## config.mk

```make
export PLATFORM = sky130hd
export DESIGN_NAME = mcy_dual_core_comparator
export DESIGN_NICKNAME = d
export VERILOG_FILES = /design/src/rtl/mcy_dual_core_comparator.sv
export SDC_FILE = /design/constraint.sdc
export NUM_CORES = 1
export LEC_CHECK = 0
export BUFFER_PORTS_ARGS = -buffer_cell sky130_fd_sc_hd__buf_2
export CORE_AREA = 4 4 116 118
export CTS_CLUSTER_SIZE = 24
export DETAILED_ROUTE_END_ITERATION = 16
export DIE_AREA = 0 0 120 122
export PLACE_DENSITY_LB_ADDON = 0.05
export SLEW_MARGIN = 20
export SYNTH_ARGS = -nofsm -noshare
export SYNTH_HDL_FRONTEND = slang
export SYNTH_SLANG_ARGS = --single-unit
```

## constraint.sdc

```tcl
create_clock -name clk_i -period 2.6 [get_ports clk_i]
set_input_delay 0.65 -clock clk_i [delete_from_list [all_inputs] [get_ports clk_i]]
set_output_delay 0.65 -clock clk_i [all_outputs]
set_load 0.01 [all_outputs]
```

## src/rtl/mcy_dual_core_comparator.sv

```systemverilog
// Cycle-by-cycle equivalence monitor between a golden and a mutated core, with first-divergence capture.
// Optional macro MCY_CMP_CAPTURE_EN adds the golden/mutated values of the first diverging channel.
module mcy_dual_core_comparator #(
  parameter int NUM_CH     = 4,
  parameter int CH_W       = 32,
  parameter int WARMUP     = 8,
  parameter int MAX_CYCLES = 1024,
  parameter int CNT_W      = 16,
  localparam int CH_IDX_W  = (NUM_CH > 1) ? $clog2(NUM_CH) : 1
) (
  input  logic                   clk_i,
  input  logic                   rst_ni,
  input  logic                   start_i,
  input  logic                   abort_i,
  input  logic [NUM_CH-1:0]      ch_valid_i,
  input  logic [NUM_CH*CH_W-1:0] golden_i,
  input  logic [NUM_CH*CH_W-1:0] mutated_i,
  output logic                   busy_o,
  output logic                   done_o,
  output logic                   pass_o,
  output logic                   mismatch_o,
  output logic [CH_IDX_W-1:0]    mismatch_ch_o,
  output logic [CNT_W-1:0]       mismatch_cycle_o,
  output logic [CNT_W-1:0]       cycle_o
`ifdef MCY_CMP_CAPTURE_EN
  ,
  output logic [CH_W-1:0]        mismatch_golden_o,
  output logic [CH_W-1:0]        mismatch_mutated_o
`endif
);

  // state   | meaning
  // S_IDLE  | no run; captured fields cleared, waiting for start
  // S_ARMED | warmup, counter runs, no compare
  // S_COMP  | comparing valid channels every cycle
  // S_FAIL  | divergence seen; verdict fail, fields held until start
  // S_DONE  | run length reached cleanly; verdict pass
  typedef enum logic [2:0] {S_IDLE, S_ARMED, S_COMP, S_FAIL, S_DONE} state_e;

  localparam logic [CNT_W-1:0] WARM_END = CNT_W'(WARMUP - 1);
  localparam logic [CNT_W-1:0] MAX_END  = CNT_W'(MAX_CYCLES - 1);
  localparam state_e           RUN_ST   = (WARMUP == 0) ? S_COMP : S_ARMED;

  state_e                state_q, state_d;
  logic [CNT_W-1:0]      cnt_q, cnt_d;
  logic                  busy_q, busy_d;
  logic                  done_q, done_d;
  logic                  pass_q, pass_d;
  logic                  mm_q, mm_d;
  logic [CH_IDX_W-1:0]   mm_ch_q, mm_ch_d;
  logic [CNT_W-1:0]      mm_cyc_q, mm_cyc_d;
`ifdef MCY_CMP_CAPTURE_EN
  logic [CH_W-1:0]       cap_g_q, cap_g_d;
  logic [CH_W-1:0]       cap_m_q, cap_m_d;
`endif

  logic [NUM_CH-1:0]     diff;
  logic                  any_diff;
  logic [CH_IDX_W-1:0]   first_idx;
  logic [CNT_W-1:0]      cnt_inc;
  logic                  start_go;

  // Invalid channels are masked before the compare result is used, so X there never propagates.
  always_comb begin
    diff      = '0;
    first_idx = '0;
    for (int k = 0; k < NUM_CH; k++) begin
      diff[k] = ch_valid_i[k] && (golden_i[k*CH_W +: CH_W] != mutated_i[k*CH_W +: CH_W]);
    end
    for (int k = NUM_CH - 1; k >= 0; k--) begin
      if (diff[k]) first_idx = CH_IDX_W'(k);
    end
    any_diff = |diff;
    cnt_inc  = (cnt_q == '1) ? cnt_q : cnt_q + 1'b1;
    start_go = start_i & ~abort_i;
  end

  always_comb begin
    state_d  = state_q;
    cnt_d    = cnt_q;
    busy_d   = busy_q;
    done_d   = done_q;
    pass_d   = pass_q;
    mm_d     = mm_q;
    mm_ch_d  = mm_ch_q;
    mm_cyc_d = mm_cyc_q;
`ifdef MCY_CMP_CAPTURE_EN
    cap_g_d  = cap_g_q;
    cap_m_d  = cap_m_q;
`endif
    case (state_q)
      S_IDLE, S_FAIL, S_DONE: begin
        if (state_q == S_IDLE || start_go) begin
          done_d   = 1'b0;
          pass_d   = 1'b0;
          mm_d     = 1'b0;
          mm_ch_d  = '0;
          mm_cyc_d = '0;
`ifdef MCY_CMP_CAPTURE_EN
          cap_g_d  = '0;
          cap_m_d  = '0;
`endif
        end
        if (start_go) begin
          state_d = RUN_ST;
          cnt_d   = '0;
          busy_d  = 1'b1;
        end
      end
      S_ARMED: begin
        if (abort_i) begin
          state_d = S_IDLE;
          busy_d  = 1'b0;
        end else begin
          cnt_d = cnt_inc;
          if (cnt_q == WARM_END) state_d = S_COMP;
        end
      end
      S_COMP: begin
        if (abort_i) begin
          state_d = S_IDLE;
          busy_d  = 1'b0;
        end else begin
          cnt_d = cnt_inc;
          if (any_diff) begin
            state_d  = S_FAIL;
            busy_d   = 1'b0;
            done_d   = 1'b1;
            pass_d   = 1'b0;
            mm_d     = 1'b1;
            mm_ch_d  = first_idx;
            mm_cyc_d = cnt_q;
`ifdef MCY_CMP_CAPTURE_EN
            cap_g_d  = golden_i[first_idx*CH_W +: CH_W];
            cap_m_d  = mutated_i[first_idx*CH_W +: CH_W];
`endif
          end else if (cnt_q == MAX_END) begin
            state_d = S_DONE;
            busy_d  = 1'b0;
            done_d  = 1'b1;
            pass_d  = 1'b1;
          end
        end
      end
      default: begin
        state_d = S_IDLE;
        busy_d  = 1'b0;
      end
    endcase
  end

  always_ff @(posedge clk_i or negedge rst_ni) begin
    if (!rst_ni) begin
      state_q  <= S_IDLE;
      cnt_q    <= '0;
      busy_q   <= 1'b0;
      done_q   <= 1'b0;
      pass_q   <= 1'b0;
      mm_q     <= 1'b0;
      mm_ch_q  <= '0;
      mm_cyc_q <= '0;
`ifdef MCY_CMP_CAPTURE_EN
      cap_g_q  <= '0;
      cap_m_q  <= '0;
`endif
    end else begin
      state_q  <= state_d;
      cnt_q    <= cnt_d;
      busy_q   <= busy_d;
      done_q   <= done_d;
      pass_q   <= pass_d;
      mm_q     <= mm_d;
      mm_ch_q  <= mm_ch_d;
      mm_cyc_q <= mm_cyc_d;
`ifdef MCY_CMP_CAPTURE_EN
      cap_g_q  <= cap_g_d;
      cap_m_q  <= cap_m_d;
`endif
    end
  end

  assign busy_o           = busy_q;
  assign done_o           = done_q;
  assign pass_o           = pass_q;
  assign mismatch_o       = mm_q;
  assign mismatch_ch_o    = mm_ch_q;
  assign mismatch_cycle_o = mm_cyc_q;
  assign cycle_o          = cnt_q;
`ifdef MCY_CMP_CAPTURE_EN
  assign mismatch_golden_o  = cap_g_q;
  assign mismatch_mutated_o = cap_m_q;
`endif

endmodule

```

=== Word-level counts from Yosys, hierarchy flattened ===
Index checks and enable logic that the tools add are counted.

* Bits of input ports: 264
* Register bits after elaboration: 41

* Bitwise logic cells: 2
* Equal/unequal tests: 21
* Add/subtract/negate cells: 1
* Mux-type cells: 40
* Reduce and logical (&&, ||, !) cells: 16

{| class="wikitable"
|+ Operator list
! kind !! count
|-
| inequality test 32 bit || 4
|-
| 2-to-1 mux 16 bit || 6
|-
| one-hot mux 16 bit (2 select lines) || 2
|-
| 2-to-1 mux 3 bit || 6
|-
| adder 16 x 1 -> 16 bit, second input constant || 1
|-
| == test 16 x 10 -> 1 bit, second input constant || 1
|-
| == test 16 bit, second input constant || 1
|-
| == test 16 x 3 -> 1 bit, second input constant || 1
|-
| 2-to-1 mux 2 bit || 7
|-
| inequality test 2 bit, second input constant || 7
|-
| 2-to-1 mux 1 bit || 13
|-
| AND reduction 4 bit || 3
|-
| one-hot mux 3 bit (3 select lines) || 1
|-
| == test 3 x 2 -> 1 bit, second input constant || 2
|-
| inequality test 3 bit, second input constant || 2
|-
| one-hot mux 1 bit (2 select lines) || 3
|-
| AND reduction 3 bit || 2
|-
| logical AND 1 bit || 4
|-
| inequality test 4 bit, second input constant || 1
|-
| one-hot mux 2 bit (2 select lines) || 1
|-
| nonzero test 2 bit || 2
|-
| OR reduction 4 bit || 1
|-
| == test 3 x 1 -> 1 bit, second input constant || 1
|-
| == test 3 bit, second input constant || 1
|-
| 7 further kinds || 7
|}

=== Depth between registers and ports, before layout ===
* Depth after elaboration: 9
* Mapped depth: 8
* Depth with buffers taken out: 8

=== Worst setup path before layout ===
Ideal clock, no wire load.

* Path kind: input-to-reg
* Start point: input mutated_i[26]
* End point: register mm_cyc_q[10] (netlist: mismatch_cycle_o[10])
* Path buffers: 1
* Required time: 2521 ps
* Slack: 389 ps
* Arrival: 2132 ps
* Stages on the path: 8
* Path through: xor2_1 nor4_1 nand2_1 o41ai_2 nand4_2 nand2_2 buf_6 mux2i_1

* Word-level cells in the longest chain between the ends: 5

{| class="wikitable"
|+ Ends and longest elaborated chain
! what !! RTL line !! source
|-
| start: declaration || 17 || <nowiki>input logic [NUM_CH*CH_W-1:0] mutated_i,</nowiki>
|-
| inequality test 32 bit || 68 || <nowiki>diff[k] = ch_valid_i[k] && (golden_i[k*CH_W +: CH_W] != mutated_i[k*CH_W +: CH_W]);</nowiki>
|-
| logical AND 1 bit || 68 ||
|-
| OR reduction 4 bit || 73 || <nowiki>any_diff = |diff;</nowiki>
|-
| inequality test 2 bit (no source line) || n/a ||
|-
| AND reduction 4 bit (no source line) || n/a ||
|-
| end signal: assignment || 174 || <nowiki>mm_cyc_q <= mm_cyc_d;</nowiki>
|-
| end: declaration || 51 || <nowiki>logic [CNT_W-1:0] mm_cyc_q, mm_cyc_d;</nowiki>
|}

Every way passes these cells.
A chain may end at the register's enable or synchronous reset.

=== Worst setup path after layout ===
* Start point: register cnt_q[1] (netlist: cycle_o[1])
* End point: register cnt_q[13] (netlist: cycle_o[13])

* Word-level cells in the longest chain between the ends: 4
* Elaborated cells between the ends (all ways): 7

{| class="wikitable"
|+ Ends and longest elaborated chain
! what !! RTL line !! source
|-
| start: declaration || 45 || <nowiki>logic [CNT_W-1:0] cnt_q, cnt_d;</nowiki>
|-
| start signal: assignment || 168 || <nowiki>cnt_q <= cnt_d;</nowiki>
|-
| adder 16 x 1 -> 16 bit || 74 || <nowiki>cnt_inc = (cnt_q == '1) ? cnt_q : cnt_q + 1'b1;</nowiki>
|-
| 2-to-1 mux 16 bit || 74 ||
|-
| 2-to-1 mux 16 bit || 111, 120 ||
|-
| one-hot mux 16 bit (2 select lines) || 91 || <nowiki>case (state_q)</nowiki>
|}

Parallel ways exist; a longest one is shown, timed or not. The select of a mux whose other input is x is not followed.

==> flow_summary.ini <==
[pwr]
peakVddDrop_v = 0.000271
power_mw = 2.51
power_switching_share_pct = 37.5
p_comb_share_pct = 44.4
clockPowerShare_pct = 24.7
p_switching_mw = 0.943
powerDensity_nw_per_um2 = 458
p_leak_nw = 2.99
p_int_mw = 1.57
pwr-share-seq_pct = 31.0

[timing]
fmax_mhz = 437
fin_crit_sh_pct = 88.0
tns_ps = 0
finalHoldViolCount = 0
fin_crit_ps = 2290
worst_hold_slack_ps = 342
rsz0062_at_grt = no
tightest_slew_ps = 837
max_slew_margin_pct = 44.2
setup_viol = 0
fin_skew_ps = 4.92
finalWorstSetupSlack_ps = 311
slew_viol_final = 0

[layout]
post_route_cells_drive_above_1_share_pct = 46.3
final_common_cell = buf_2
layout_common_cells = 301 x buf_2, 135 x xor2_1, 44 x nand2_1
fill_cells = 1310
final_util_pct = 44.0
stdcell_count = 888
finalNetCount = 977
syn_to_final_growth_pct = 54.4
post-route-cell-area_um2 = 5490

[synth]
synth_area_leader_cell = xor2_1
synth_edf_count = 0
synthFlopType = dfrtp_1
synthArstFlopShare_pct = 100
synth_cell_type_count = 44
syn-instance-count = 401
yosysWarningCount = 0
synth_top_area_share_pct = 33.3
ys_top_cells_by_area = xor2_1 33%, dfrtp_1 29%, nor4_1 6.2%
synth_fp_nets = 666
postSynthAreaPerCell_um2 = 8.86
ys_ff_latch = 41
syn_area_um2 = 3550
ys_seq_area_share_pct = 28.9

[worst_setup_path]
worstSetupStartpointType = register
rr_startpoint = cycle_o[1]
worstSetupPathType = reg2reg
worst-path-max-fanout = 7
cp.arrival_ps = 2470
rr_endpoint = cycle_o[13]
cp-end-kind = register
reg2reg_depth = 7
critPathRequiredTime_ps = 2780
rrSetupSlack_ps = 310

[floorplanning]
dieArea_um2 = 14600
initial_core_util_pct = 28.5
die_w_um = 120
boundaryPins = 302
num_rows = 41
core_area_um2 = 12500
die_h_um = 122

[clock_network]
insertion_delay_ps = 280
cts.clk_slew.worst_paths_ps = 60
root_buffer = clkbuf_16
cts-resized-gates = 0
cts_buffers = 5
clockBufferDepth = 2
cts.htree.levels = 2
tritoncts = yes
clock_sinks = 41
cts_setup_buffers = 0
cts_hold_buf = 0

[placement]
dp_hpwl_um = 14600
place_area_um2 = 5340
dp_slack_ps = 16.0
gp_congestion = 1.01
port_buffers = 301
dp_cells = 877

[detailed_routing]
drt_iter0_markers = 207
vias = 4129
wirelength_um = 16600
routedWlPerCell_um = 18.7
via_per_inst = 4.65
drcViolationCount = 0
first_pass_iters = 4
postRouteAntennaNets = 0

[grt]
grt.total_usage_pct = 21.7
grt_max_degree = 23
grt_pass1_vias = 4226
grt_overflow = 0
grt_pass1_wl_um = 24300
antenna_found_initial = 11

[worst_hold_path]
min_path_type = in2async

[run_status]
outcome = completed

[run]
drv_cap = 0
==> worst max path at each step <==
stage	startpoint	endpoint	slack [ps]	cells after the start
after global routing	cycle_o[1]	cycle_o[13]	150	7
after detailed placement	mutated_i[29]	mismatch_cycle_o[8]	20	9
after global placement	mutated_i[29]	mismatch_cycle_o[6]	90	9
final	cycle_o[1]	cycle_o[13]	310	7
after floorplan	mutated_i[26]	mismatch_cycle_o[10]	390	8
after CTS	mutated_i[29]	mismatch_cycle_o[12]	320	9
==> power groups by stage <==
stage	sequential, mW	clock (mW)	combinational, mW
finish	0.779	0.620	1.11
CTS	0.779	0.634	1.12
floorplan	0.789	0	0.614
global placement	0.787	0	1.10
global route	0.793	0.658	1.24
detailed placement	0.791	0	1.12
==> synth_stat cells, types with 2 or more instances <==
cell and n:
nand2_1 44, buf_2 2, o21ai_1 12, dfrtp_1 41
o31ai_1 3, inv_1 9, a32o_1 2, mux2i_1 17
nor3_1 4, nor2b_1 4, nand3_1 9, a21oi_1 3
nor4_1 35, or3_1 2, and3_1 4, o21ai_0 5
nor2_1 24, xnor2_1 3, o41ai_2 2, and2_1 3
buf_6 3, and4_4 2, xor2_1 135, clkbuf_1 5
nand4_1 9
==> worst max-delay path, cell delays in order, from the launching register on <==
cell and delay, ps:
dfrtp_1 400, ha_1 230, and3_1 160, and3_1 260
a311oi_4 410, nor2_2 160, or2_4 300, o41ai_2 270
==> per-layer routing <==
metal	GRT usage (%)	routed length, um	vias to the layer above
met1	28.0	6880	1861
met3	9.19	2060	28
met2	34.1	7400	202
met4	4.72	180	16
li1	-	-	2022
met5	0	91	-
==> sequential cells by signal, indices dropped and copies added, names as in the netlist <==
register / cells
busy_o: 1
cycle_o: 16
done_o: 1
mismatch_ch_o: 2
mismatch_cycle_o: 16
mismatch_o: 1
pass_o: 1
state_q: 3
==> area by class of cell <==
class                           instances  area [um^2]  share of cell area [%]
Multi-Input combinational cell        340         2420                    44.2
Timing Repair Buffer                  315         1640                    29.8
Sequential cell                        41         1030                    18.7
Tap cell                              172          215                    3.92
Clock buffer                            7          143                    2.60
Inverter                                9         33.8                   0.616
Antenna cell                            4         10.0                   0.182
==> kinds of logic (layout without fill, tap and decap cells) <==
logic type | Yosys count | count (layout) | share of synthesized area [%]
XOR/XNOR | 138 | 138 | 34.0
adder cells (fa/ha/maj) | 1 | 1 | 0.352
buffers and inverters | 20 | 331 | 2.92
AND/OR/NAND/NOR | 146 | 146 | 21.0
AO/OA/AOI/OAI | 38 | 38 | 8.03
other | 0 | 4 | 0
multiplexers | 17 | 17 | 4.79
flip-flops | 41 | 41 | 28.9
No activity file was read; power rests on OpenSTA's default activity.
